<file path="config.mk">
export PLATFORM = sky130hd
export DESIGN_NAME = spi_shifter_flat
export DESIGN_NICKNAME = d
export VERILOG_FILES = /design/src/rtl/spi_shifter_pkg.sv /design/src/rtl/spi_shifter_if.sv /design/src/rtl/spi_shifter_align.sv /design/src/rtl/spi_shifter.sv /design/src/flat_wrapper.sv
export SDC_FILE = /design/constraint.sdc
export NUM_CORES = 1
export LEC_CHECK = 0
export CORE_ASPECT_RATIO = 1.1
export CORE_UTILIZATION = 23
export CTS_CLUSTER_SIZE = 14
export DETAILED_ROUTE_END_ITERATION = 12
export REMOVE_ABC_BUFFERS = 1
export SLEW_MARGIN = 10
export SYNTH_ARGS = -nofsm -noshare
export SYNTH_HDL_FRONTEND = slang
export SYNTH_SLANG_ARGS = --single-unit
export TNS_END_PERCENT = 100
</file>
<file path="constraint.sdc">
create_clock -name PCLK -period 5.2 [get_ports PCLK]
set_clock_uncertainty 0.15 [all_clocks]
set_input_delay 0.78 -clock PCLK [delete_from_list [all_inputs] [get_ports PCLK]]
set_output_delay 0.78 -clock PCLK [all_outputs]
set_load 0.02 [all_outputs]
</file>
<file path="src/rtl/spi_shifter_pkg.sv">
// Shared definitions for the SPI serial datapath: maximum frame width,
// bit-order enumeration and a bit-reverse helper.
package spi_pkg;

    localparam int FRAME_MAX = 8;

    typedef enum logic {
        MSB_FIRST = 1'b0,
        LSB_FIRST = 1'b1
    } endian_t;

    // Mirror a FRAME_MAX-wide word end for end.
    function automatic logic [FRAME_MAX-1:0] bitrev(input logic [FRAME_MAX-1:0] d);
        logic [FRAME_MAX-1:0] r;
        for (int i = 0; i < FRAME_MAX; i++) begin
            r[i] = d[FRAME_MAX-1-i];
        end
        return r;
    endfunction

endpackage

</file>
<file path="src/rtl/spi_shifter_if.sv">
// FIFO-side bus of the SPI shifter: TX FIFO read port and RX FIFO write port.
// master = the shifter (pops TX, pushes RX); slave = the FIFO pair.
interface spi_shifter_if
    import spi_pkg::*;
#(
    parameter int FRAME_W = FRAME_MAX
);
    logic [FRAME_W-1:0] TxData;
    logic               txFIFOReadEmpty;
    logic               TxFIFORead;
    logic               rxFIFOWriteFull;
    logic               RxFIFOWrite;
    logic [FRAME_W-1:0] RxData;
    logic               RxDropped;

    modport master (
        input  TxData,
        input  txFIFOReadEmpty,
        input  rxFIFOWriteFull,
        output TxFIFORead,
        output RxFIFOWrite,
        output RxData,
        output RxDropped
    );

    modport slave (
        output TxData,
        output txFIFOReadEmpty,
        output rxFIFOWriteFull,
        input  TxFIFORead,
        input  RxFIFOWrite,
        input  RxData,
        input  RxDropped
    );
endinterface

</file>
<file path="src/rtl/spi_shifter_align.sv">
// spi_align: combinational frame aligner. Optionally bit-reverses the word,
// then shifts it left or right by a variable amount. Used once to left-align
// TX load data and once to right-align a received frame.
module spi_align
    import spi_pkg::*;
#(
    parameter int W  = FRAME_MAX,
    parameter int LW = $clog2(W + 1)
) (
    input  logic [W-1:0]  dataIn,
    input  logic          reverse,
    input  logic          shiftRight,
    input  logic [LW-1:0] shiftAmt,
    output logic [W-1:0]  dataOut
);
    logic [W-1:0] revData;
    logic [W-1:0] orderedData;

    generate
        for (genvar gi = 0; gi < W; gi++) begin : gRev
            assign revData[gi] = dataIn[W-1-gi];
        end
    endgenerate

    assign orderedData = reverse ? revData : dataIn;
    assign dataOut     = shiftRight ? (orderedData >> shiftAmt) : (orderedData << shiftAmt);

endmodule

</file>
<file path="src/rtl/spi_shifter.sv">
// spi_shifter: SPI serial datapath. Loads TX FIFO words into a left-aligned
// transmit shift register advanced on ShiftEdge, samples the serial input on
// SampleEdge and pushes each completed, right-aligned frame into the RX FIFO.
// Optional build macro SPI_LOOPBACK_EN adds a Loopback input that samples
// SPIOut instead of SPIIn.
module spi_shifter
    import spi_pkg::*;
#(
    parameter int FRAME_W = FRAME_MAX
) (
    input  logic       PCLK,
    input  logic       PRESETn,
    input  logic       TransmitStart,
    input  logic       EndOfFrameDelay,
    input  logic       ShiftEdge,
    input  logic       SampleEdge,
    input  logic       Transmitting,
    input  logic [3:0] FrameLength,
    input  logic       Endian,
    input  logic       SPIIn,
`ifdef SPI_LOOPBACK_EN
    input  logic       Loopback,
`endif
    output logic       SPIOut,
    spi_shifter_if.master fifoBus
);
    localparam int LW = $clog2(FRAME_W + 1);

    logic [FRAME_W-1:0] txShiftReg;
    logic [FRAME_W-2:0] rxShiftReg;
    logic [LW-1:0]      sampleCntReg;
    logic [FRAME_W-1:0] rxDataReg;
    logic               framePendingReg;

    logic [LW-1:0]      frameLen;
    logic [LW-1:0]      padAmt;
    logic               lsbFirst;
    logic               txLoad;
    logic               sampleBit;
    logic               sampleFire;
    logic               frameDone;
    logic [FRAME_W-1:0] txAligned;
    logic [FRAME_W-1:0] rxFrame;
    logic [FRAME_W-1:0] rxAligned;
    logic [FRAME_W-1:0] rxMask;

    // Effective frame length: 0 or anything wider than the register means full width.
    always_comb begin
        frameLen = LW'(FRAME_W);
        if ((FrameLength != 4'd0) && (int'(FrameLength) <= FRAME_W)) begin
            frameLen = LW'(FrameLength);
        end
    end

    assign padAmt   = LW'(FRAME_W) - frameLen;
    assign lsbFirst = (endian_t'(Endian) == LSB_FIRST);
    assign txLoad   = TransmitStart | (EndOfFrameDelay & ~fifoBus.txFIFOReadEmpty);

`ifdef SPI_LOOPBACK_EN
    assign sampleBit = Loopback ? SPIOut : SPIIn;
`else
    assign sampleBit = SPIIn;
`endif

    // A sample coinciding with TransmitStart belongs to no frame and is dropped.
    assign sampleFire = SampleEdge & Transmitting & ~TransmitStart;
    assign frameDone  = sampleFire & ((sampleCntReg + LW'(1)) >= frameLen);
    assign rxFrame    = {rxShiftReg, sampleBit};
    assign rxMask     = ~({FRAME_W{1'b1}} << frameLen);

    // TX: MSB-first shifts the word up so its top valid bit leaves first;
    // LSB-first mirrors it so bit 0 leaves first.
    spi_align #(.W(FRAME_W), .LW(LW)) uTxAlign (
        .dataIn     (fifoBus.TxData),
        .reverse    (lsbFirst),
        .shiftRight (1'b0),
        .shiftAmt   (lsbFirst ? LW'(0) : padAmt),
        .dataOut    (txAligned)
    );

    // RX: MSB-first frame is already right-aligned; LSB-first is mirrored and
    // pulled back down by the unused width.
    spi_align #(.W(FRAME_W), .LW(LW)) uRxAlign (
        .dataIn     (rxFrame),
        .reverse    (lsbFirst),
        .shiftRight (1'b1),
        .shiftAmt   (lsbFirst ? padAmt : LW'(0)),
        .dataOut    (rxAligned)
    );

    // Transmit shift register: load has priority over shifting; idle states hold.
    always_ff @(posedge PCLK or negedge PRESETn) begin
        if (!PRESETn) begin
            txShiftReg <= '0;
        end else if (txLoad) begin
            txShiftReg <= txAligned;
        end else if (ShiftEdge & Transmitting) begin
            txShiftReg <= {txShiftReg[FRAME_W-2:0], 1'b0};
        end
    end

    // Receive shift register and bit counter; cleared on transfer start and frame completion.
    always_ff @(posedge PCLK or negedge PRESETn) begin
        if (!PRESETn) begin
            rxShiftReg   <= '0;
            sampleCntReg <= '0;
        end else if (TransmitStart || frameDone) begin
            rxShiftReg   <= '0;
            sampleCntReg <= '0;
        end else if (sampleFire) begin
            rxShiftReg   <= rxFrame[FRAME_W-2:0];
            sampleCntReg <= sampleCntReg + LW'(1);
        end
    end

    // Capture the aligned frame and flag a push for the following cycle.
    always_ff @(posedge PCLK or negedge PRESETn) begin
        if (!PRESETn) begin
            rxDataReg       <= '0;
            framePendingReg <= 1'b0;
        end else begin
            framePendingReg <= frameDone;
            if (frameDone) begin
                rxDataReg <= rxAligned & rxMask;
            end
        end
    end

    assign SPIOut              = txShiftReg[FRAME_W-1];
    assign fifoBus.TxFIFORead  = txLoad;
    assign fifoBus.RxFIFOWrite = framePendingReg & ~fifoBus.rxFIFOWriteFull;
    assign fifoBus.RxDropped   = framePendingReg & fifoBus.rxFIFOWriteFull;
    assign fifoBus.RxData      = rxDataReg;

endmodule

</file>
<file path="src/flat_wrapper.sv">
// flat-port wrapper written by rule: the top's interface ports become plain ports
module spi_shifter_flat import spi_pkg::*;
#(
    parameter int FRAME_W = FRAME_MAX
)
  (PCLK, PRESETn, TransmitStart, EndOfFrameDelay, ShiftEdge, SampleEdge, Transmitting, FrameLength, Endian, SPIIn, SPIOut, fifoBus_TxData, fifoBus_txFIFOReadEmpty, fifoBus_rxFIFOWriteFull, fifoBus_TxFIFORead, fifoBus_RxFIFOWrite, fifoBus_RxData, fifoBus_RxDropped);
  spi_shifter_if #(.FRAME_W(FRAME_W)) fifoBus_i ();
  input  logic PCLK;
  input  logic PRESETn;
  input  logic TransmitStart;
  input  logic EndOfFrameDelay;
  input  logic ShiftEdge;
  input  logic SampleEdge;
  input  logic Transmitting;
  input  logic [3:0] FrameLength;
  input  logic Endian;
  input  logic SPIIn;
  output logic SPIOut;
  input wire logic [$bits(fifoBus_i.TxData)-1:0] fifoBus_TxData;
  input wire logic [$bits(fifoBus_i.txFIFOReadEmpty)-1:0] fifoBus_txFIFOReadEmpty;
  input wire logic [$bits(fifoBus_i.rxFIFOWriteFull)-1:0] fifoBus_rxFIFOWriteFull;
  output wire logic [$bits(fifoBus_i.TxFIFORead)-1:0] fifoBus_TxFIFORead;
  output wire logic [$bits(fifoBus_i.RxFIFOWrite)-1:0] fifoBus_RxFIFOWrite;
  output wire logic [$bits(fifoBus_i.RxData)-1:0] fifoBus_RxData;
  output wire logic [$bits(fifoBus_i.RxDropped)-1:0] fifoBus_RxDropped;
  assign fifoBus_i.TxData = fifoBus_TxData;
  assign fifoBus_i.txFIFOReadEmpty = fifoBus_txFIFOReadEmpty;
  assign fifoBus_i.rxFIFOWriteFull = fifoBus_rxFIFOWriteFull;
  assign fifoBus_TxFIFORead = fifoBus_i.TxFIFORead;
  assign fifoBus_RxFIFOWrite = fifoBus_i.RxFIFOWrite;
  assign fifoBus_RxData = fifoBus_i.RxData;
  assign fifoBus_RxDropped = fifoBus_i.RxDropped;
  spi_shifter #(.FRAME_W(FRAME_W)) u_core (.PCLK(PCLK), .PRESETn(PRESETn), .TransmitStart(TransmitStart), .EndOfFrameDelay(EndOfFrameDelay), .ShiftEdge(ShiftEdge), .SampleEdge(SampleEdge), .Transmitting(Transmitting), .FrameLength(FrameLength), .Endian(Endian), .SPIIn(SPIIn), .SPIOut(SPIOut), .fifoBus(fifoBus_i));
endmodule
</file>
==> flow_metrics.tcl, run 1 <==
set metrics [dict create \
    layout-drive-gt1-share 0.0751 \
    worst_slew_pin_slew_ns 0.947 \
    fin_util 0.304 \
    grt_first_pass_wirelength_mm 8.90 \
    ctsHtreeMaxLevel 1 \
    hold_buffers 0 \
    gr-usage-all-layers 0.124 \
    synth.yosys.warnings 0 \
    worst_ep_arrival_time_ns 3.55 \
    routed_wire_length_per_instance_um 14.9 \
    synth-seq-cells 28 \
    core_region_area_um2 8080 \
    min_period_ns 3.54 \
    cpPeakStageDelay_ns 0.50 \
    switching_power_mw 0.183 \
    crit_path_cells "clkdlybuf4s50_1 > nor2b_2 > buf_4 > inv_4 > ha_1 > ha_1 > nor2b_1 > nor2_1 > a221o_1 > mux2_2" \
    root_cell_of_the_clock_tree "sky130_fd_sc_hd__clkbuf_8" \
    multi_input_comb_area_um2 1150 \
    timing.max_slew.rel_slack 0.367 \
    grt_max_degree 29 \
    register_area_um2 701 \
    layout.filler_cells 878 \
    fp.dieArea_um2 8890 \
    groute.layer.met3.usage 0.0262 \
    gp_routability_congestion 0.861 \
    post_dp_cell_area_um2 2390 \
    critPathTopFamily "buffers and inverters" \
    synth_async_sr_flop_share 1.00 \
    comb_power_share 0.291 \
    netlist_area_um2 1960 \
    worst-setup-path-type "in -> reg" \
    worst_setup_hold_path_clk_slew_ns 0.11 \
    final_cell_area_um2 2460 \
    ys.flop_type "sky130_fd_sc_hd__dfrtp_1" \
    dr_total_vias 1869 \
    synthDominantCellAreaShare 0.358 \
    most_frequently_used_cell_type_in_the_post_synthesis_netlist "sky130_fd_sc_hd__nand2_1" \
    clock_path_buffers 2 \
    layoutNonFillerInstCount 361 \
    grt_antenna_before_repair 0 \
    worst_setup_path_start_kind "input pin" \
    ant_nets 0 \
    final_nets 286 \
    power_density_nw_per_um2 246 \
    number_of_slew_limit_violations_in_the_final_report 0 \
    die_height_um 98.8 \
    final_routed_drc_violation_total 0 \
    final_hold_viol_count 0 \
    leading_cell_types_by_total_area_after_synthesis "sky130_fd_sc_hd__dfrtp_1 36%, sky130_fd_sc_hd__nand2_1 6.3%, sky130_fd_sc_hd__ha_1 5.8%" \
    tritoncts "done" \
    clock_latency_ns 0.29 \
    layout_worst_path_cycle_share 0.680 \
    status "completed" \
    cts.repair.resized 0 \
    die_w_um 90.0 \
    yosysSeqAreaShare 0.358 \
    critPathMostFrequentCell "sky130_fd_sc_hd__ha_1" \
    via_count_of_the_first_global_routing_pass 1761 \
    netlist_top_cells_count "33 x sky130_fd_sc_hd__nand2_1, 28 x sky130_fd_sc_hd__dfrtp_1, 14 x sky130_fd_sc_hd__o21ai_0, 13 x sky130_fd_sc_hd__nor2_1, 11 x sky130_fd_sc_hd__a21oi_1" \
    place.detailed.hpwl_mm 4.04 \
    tritoncts_num_sinks 28 \
    hold_ws_ns 0.346 \
    setup-violations-final 0 \
    cts_buffers 3 \
    netlist_instances 224 \
    routing_usage_on_met2 0.195 \
    global_route_met1_usage 0.174 \
    critical_path.endpoint_type "register" \
    static-leakage-power_nw 1.03 \
    cp.required_ns 5.21 \
    postSynthAreaPerCell_um2 8.74 \
    globalRouteOverflowTotal 0 \
    synthDistinctLibCells 49 \
    dpl.cell_count 357 \
    synth_area_leader_cell "sky130_fd_sc_hd__dfrtp_1" \
    boundaryPins 35 \
    floorplan.initialDensity 0.242 \
    port-buffer-count 34 \
    grt_setup_unrepaired "no" \
    timing.critical_path.slowest_stage_cell "sky130_fd_sc_hd__clkdlybuf4s50_1" \
    power.share.switching 0.302 \
    worst_ir_drop_vdd_uv 111 \
    detail_route.wirelength_mm 5.40 \
    diodes 0 \
    power.clock.fraction 0.291 \
    grt_busiest_layer "met2" \
    timing.max_cap.violations 0 \
    dr.pass1.iters 4 \
    post_synth_edffs 0 \
    maxClockFrequency_mhz 283 \
    seq_power_share 0.418 \
    flow.area_growth_from_synthesis_pct 25.6 \
    cts_setup_buffers 0 \
    worst-path-max-fanout 18 \
    row_count 34 \
    route.detailed.vias_per_inst 5.18 \
    tns_ns 0 \
    min-delay-path-class "reg -> reg" \
    dr.first_iter.drc_count 189 \
    int_power_mw 0.421 \
    cp.buffers_inverters 3 \
]
worst paths after layout:
path / from / endpoint / slack [ns] / depth (start not counted)
min in group asynchronous: PRESETn / u_core.fifoBus.RxData[2]$_DFFE_PN0P_ / 0.71 / 2
max in group asynchronous: PRESETn / u_core.txShiftReg[1]$_DFFE_PN0P_ / 3.89 / 2
setup / recovery: FrameLength[3] / u_core.txShiftReg[1]$_DFFE_PN0P_ / 1.66 / 10
setup reg to reg: u_core.sampleCntReg[0]$_DFFE_PN0P_ / u_core.sampleCntReg[2]$_DFFE_PN0P_ / 2.29 / 8
hold / removal: u_core.fifoBus.RxData[0]$_DFFE_PN0P_ / u_core.fifoBus.RxData[0]$_DFFE_PN0P_ / 0.35 / 2
hold reg to reg: u_core.fifoBus.RxData[0]$_DFFE_PN0P_ / u_core.fifoBus.RxData[0]$_DFFE_PN0P_ / 0.35 / 2
power groups by stage:
| stage | sequential [mW] | combinational (mW) | clock [mW] |
|---|---|---|---|
| finish | 0.253 | 0.176 | 0.176 |
| CTS | 0.253 | 0.176 | 0.179 |
| detailed placement | 0.257 | 0.175 | 0 |
| global placement | 0.257 | 0.174 | 0 |
| floorplan | 0.270 | 0.0800 | 0 |
| global route | 0.256 | 0.192 | 0.190 |
through the flow:
stage / power (mW) / setup slack [ns]
floorplan: 0.350 / 1.98
global placement: 0.431 / 1.48
detailed placement: 0.432 / 1.40
CTS: 0.608 / 1.70
global route: 0.639 / 1.50
finish: 0.604 / 1.66
placed cells by master, fill, tap and decap left out, types with 3 or more instances in the layout:
cell                              synthesis  routed
sky130_fd_sc_hd__clkbuf_8                 0       3
sky130_fd_sc_hd__a21oi_1                 11      11
sky130_fd_sc_hd__nand3_1                  7       7
sky130_fd_sc_hd__dfrtp_1                 28      28
sky130_fd_sc_hd__nor3_1                   5       5
sky130_fd_sc_hd__nor2_1                  13      13
sky130_fd_sc_hd__mux2i_1                  3       3
sky130_fd_sc_hd__nor2b_1                  6       6
sky130_fd_sc_hd__nand2b_1                 4       4
sky130_fd_sc_hd__o211ai_1                 4       4
sky130_fd_sc_hd__a22oi_1                  4       4
sky130_fd_sc_hd__a22o_1                  10      10
sky130_fd_sc_hd__o32ai_1                  3       3
sky130_fd_sc_hd__mux2_2                   5       5
sky130_fd_sc_hd__o21ai_0                 14      14
sky130_fd_sc_hd__nand2_1                 33      33
sky130_fd_sc_hd__inv_1                   10      10
sky130_fd_sc_hd__nand4_1                  5       5
sky130_fd_sc_hd__a32oi_1                  3       3
sky130_fd_sc_hd__ha_1                     9       9
sky130_fd_sc_hd__clkdlybuf4s50_1          0      34
state kept, by name (all words and copies together), names as in the netlist:
signal	count
u_core.fifoBus.RxData	8
u_core.txShiftReg	8
u_core.framePendingReg	1
u_core.rxShiftReg	7
u_core.sampleCntReg	4
layer usage:
| metal | share of wire | vias up | routed length (um) |
|---|---|---|---|
| met5 | 0 | - | 0 |
| met4 | 0.0015 | 0 | 8 |
| met3 | 0.074 | 2 | 397 |
| met2 | 0.44 | 81 | 2400 |
| met1 | 0.48 | 889 | 2590 |
| li1 | - | 897 | - |
cells by family after synthesis:
group / after synthesis / share of synthesized area
mux: 9 / 0.0518
compound gates: 69 / 0.262
buf+inv: 23 / 0.0556
xor+xnor: 1 / 0.00447
flops: 28 / 0.358
fa+ha+maj: 9 / 0.0575
simple gates: 85 / 0.211
worst min-delay path, stage by stage (launching register included):
cell	delay (ns)
sky130_fd_sc_hd__dfrtp_1	0.36
sky130_fd_sc_hd__nand2_1	0.06
sky130_fd_sc_hd__o41ai_2	0.05
final cells by class:
cell class / count / share of cell area
multi-input cells: 173 / 0.467
flip-flops and latches: 28 / 0.285
repair buffers: 36 / 0.145
well taps: 108 / 0.0550
inverters: 12 / 0.0193
clock buffers: 3 / 0.0168
clock inverters: 1 / 0.0122
(Power assumes the default switching activity.)
==> run 2: changes to the inputs <==
==> constraint.sdc (replaced) <==
create_clock -name PCLK -period 3.3 [get_ports PCLK]
set_clock_uncertainty 0.15 [all_clocks]
set_input_delay 0.495 -clock PCLK [delete_from_list [all_inputs] [get_ports PCLK]]
set_output_delay 0.495 -clock PCLK [all_outputs]
set_load 0.02 [all_outputs]
==> run 2 against run 1 <==
Final area increased by 2.1%. Worst hold slack got worse by 0.0044 ns. Cell count increased by 2.5%. Count of clock-buffer cells in the layout grew 1. Non-clock buffer count rose by 9. Register-to-register slack got worse by 1.6 ns. First-iteration DRC count shrank 20%. Die area did not move. Largest cell class unchanged. Critical path depth unchanged. Sequential cell count unchanged. Sequential share of layout area shrank 0.58 points. Critical path type unchanged. Via count grew 0.75%. Highest routed layer unchanged.
==> flow_metrics.tcl, run 2 (same netlist as run 1, synthesis figures left out) <==
set metrics [dict create \
    status "completed" \
    hold_buffers 0 \
    via_count_of_the_first_global_routing_pass 1821 \
    final_nets 295 \
    reg_to_reg_end "u_core.fifoBus.RxData[3]$_DFFE_PN0P_" \
    dp_worst_setup_slack_ns 0.218 \
    hold_ws_ns 0.342 \
    reg2regPathDepth 9 \
    cts_setup_buffers 0 \
    worst_setup_hold_path_clk_slew_ns 0.10 \
    final_hold_viol_count 0 \
    power_density_nw_per_um2 361 \
    gr-usage-all-layers 0.131 \
    grt_setup_unrepaired "no" \
    dr.first_iter.drc_count 151 \
    timing.max_slew.rel_slack 0.687 \
    register_area_um2 701 \
    clock_path_buffers 2 \
    critical_path.endpoint_type "register" \
    crit_path_end "u_core.fifoBus.RxData[3]$_DFFE_PN0P_" \
    row_count 34 \
    boundaryPins 35 \
    static-leakage-power_nw 1.07 \
    detail_route.wirelength_mm 5.73 \
    worst_setup_path_start_kind "input pin" \
    layoutNonFillerInstCount 370 \
    timing.max_cap.violations 0 \
    maxClockFrequency_mhz 357 \
    core_region_area_um2 8080 \
    place.detailed.hpwl_mm 4.43 \
    min-delay-path-class "reg -> reg" \
    timing.critical_path.slowest_stage_cell "sky130_fd_sc_hd__clkdlybuf4s50_1" \
    critPathTopFamily "buffers and inverters" \
    layout.cells.most_common "sky130_fd_sc_hd__clkdlybuf4s50_1" \
    diodes 0 \
    clock_latency_ns 0.28 \
    flow.area_growth_from_synthesis_pct 28.2 \
    cpPeakStageDelay_ns 0.52 \
    final.setup.worst_slack_ns 0.502 \
    ctsHtreeMaxLevel 1 \
    tns_ns 0 \
    layout-drive-gt1-share 0.107 \
    reg2reg_from "u_core.sampleCntReg[0]$_DFFE_PN0P_" \
    fin_util 0.311 \
    worst-path-stages 10 \
    worst-setup-path-type "in -> reg" \
    grt_antenna_before_repair 0 \
    fp.dieArea_um2 8890 \
    routed_wire_length_per_instance_um 15.5 \
    worst-path-max-fanout 9 \
    die_height_um 98.8 \
    dr_total_vias 1883 \
    cp-startpoint "FrameLength[2]" \
    crit_path_cells "clkdlybuf4s50_1 > nor3_1 > or2_2 > inv_1 > ha_1 > o21ai_0 > nand2b_1 > nand3b_1 > buf_4 > o41ai_1" \
    ant_nets 0 \
    final_routed_drc_violation_total 0 \
    gp_routability_congestion 0.907 \
    r2r_slack_ns 0.65 \
    route.detailed.vias_per_inst 5.09 \
    dr.pass1.iters 4 \
    grt_max_degree 29 \
    root_cell_of_the_clock_tree "sky130_fd_sc_hd__clkbuf_8" \
    cp.required_ns 3.33 \
    dpl.cell_count 366 \
    tritoncts_num_sinks 28 \
    mostFrequentLayoutCells "34 x sky130_fd_sc_hd__clkdlybuf4s50_1, 33 x sky130_fd_sc_hd__nand2_1, 28 x sky130_fd_sc_hd__dfrtp_1" \
    layout.filler_cells 871 \
    number_of_slew_limit_violations_in_the_final_report 0 \
    layout_worst_path_cycle_share 0.848 \
    cp.buffers_inverters 3 \
    cts_buffers 3 \
    min_period_ns 2.80 \
    worst_ep_arrival_time_ns 2.83 \
    multi_input_comb_area_um2 1150 \
    tritoncts "done" \
    port-buffer-count 34 \
    floorplan.initialDensity 0.242 \
    cts.repair.resized 0 \
    worst_ir_drop_vdd_uv 190 \
    grt_first_pass_wirelength_mm 9.37 \
    setup-violations-final 0 \
    die_w_um 90.0 \
    worst_slew_pin_slew_ns 0.464 \
    globalRouteOverflowTotal 0 \
]
run 2: cell types whose count changed in the layout (fill, tap and decap cells not counted):
cell,change
sky130_fd_sc_hd__buf_4,+9
sky130_fd_sc_hd__clkbuf_8,+1
sky130_fd_sc_hd__bufinv_16,-1
run 2: routing by layer:
layer,part of all wire,track usage,up-vias
li1,-,-,912
met4,0.0056,0.0335,0
met3,0.050,0.0247,4
met2,0.47,0.208,55
met5,0,0,-
met1,0.47,0.184,912
run 2: final cells by class:
class / count / area share
clock buffer: 4 / 0.0219
sequential: 28 / 0.279
inverter: 12 / 0.0189
tap: 108 / 0.0538
multi-input combinational: 173 / 0.458
timing repair buffer: 45 / 0.168
run 2: how the worst min path moves through the flow:
stage                                         start                              endpoint  slack [ns]  cells after the start
2_1_floorplan                               PRESETn  u_core.fifoBus.RxData[0]$_DFFE_PN0P_        0.05                      0
3_3_place_gp   u_core.fifoBus.RxData[3]$_DFFE_PN0P_  u_core.fifoBus.RxData[3]$_DFFE_PN0P_        0.32                      2
3_5_place_dp   u_core.fifoBus.RxData[4]$_DFFE_PN0P_  u_core.fifoBus.RxData[4]$_DFFE_PN0P_        0.32                      1
4_1_cts        u_core.fifoBus.RxData[4]$_DFFE_PN0P_  u_core.fifoBus.RxData[4]$_DFFE_PN0P_        0.35                      1
5_1_grt            u_core.txShiftReg[1]$_DFFE_PN0P_      u_core.txShiftReg[1]$_DFFE_PN0P_        0.37                      1
6_report       u_core.fifoBus.RxData[3]$_DFFE_PN0P_  u_core.fifoBus.RxData[3]$_DFFE_PN0P_        0.34                      2
run 2: tightest hold or removal path, delay by kind of cell, from the launching register on:
family | cells | cell delay (ns)
flops | 1 | 0.36
simple gates | 1 | 0.05
compound gates | 1 | 0.05
run 2: report_power, final:
| part | switching (mW) | internal (mW) |
|---|---|---|
| sequential | 0.0218 | 0.378 |
| combinational | 0.158 | 0.131 |
| clock | 0.111 | 0.107 |
| total | 0.290 | 0.616 |
run 2: through the flow:
step / instance area (um2) / total power [mW]
global placement: 2450 / 0.691
finish: 2510 / 0.906
global route: 2510 / 0.961
detailed placement: 2450 / 0.693
CTS: 2510 / 0.917
floorplan: 1900 / 0.551
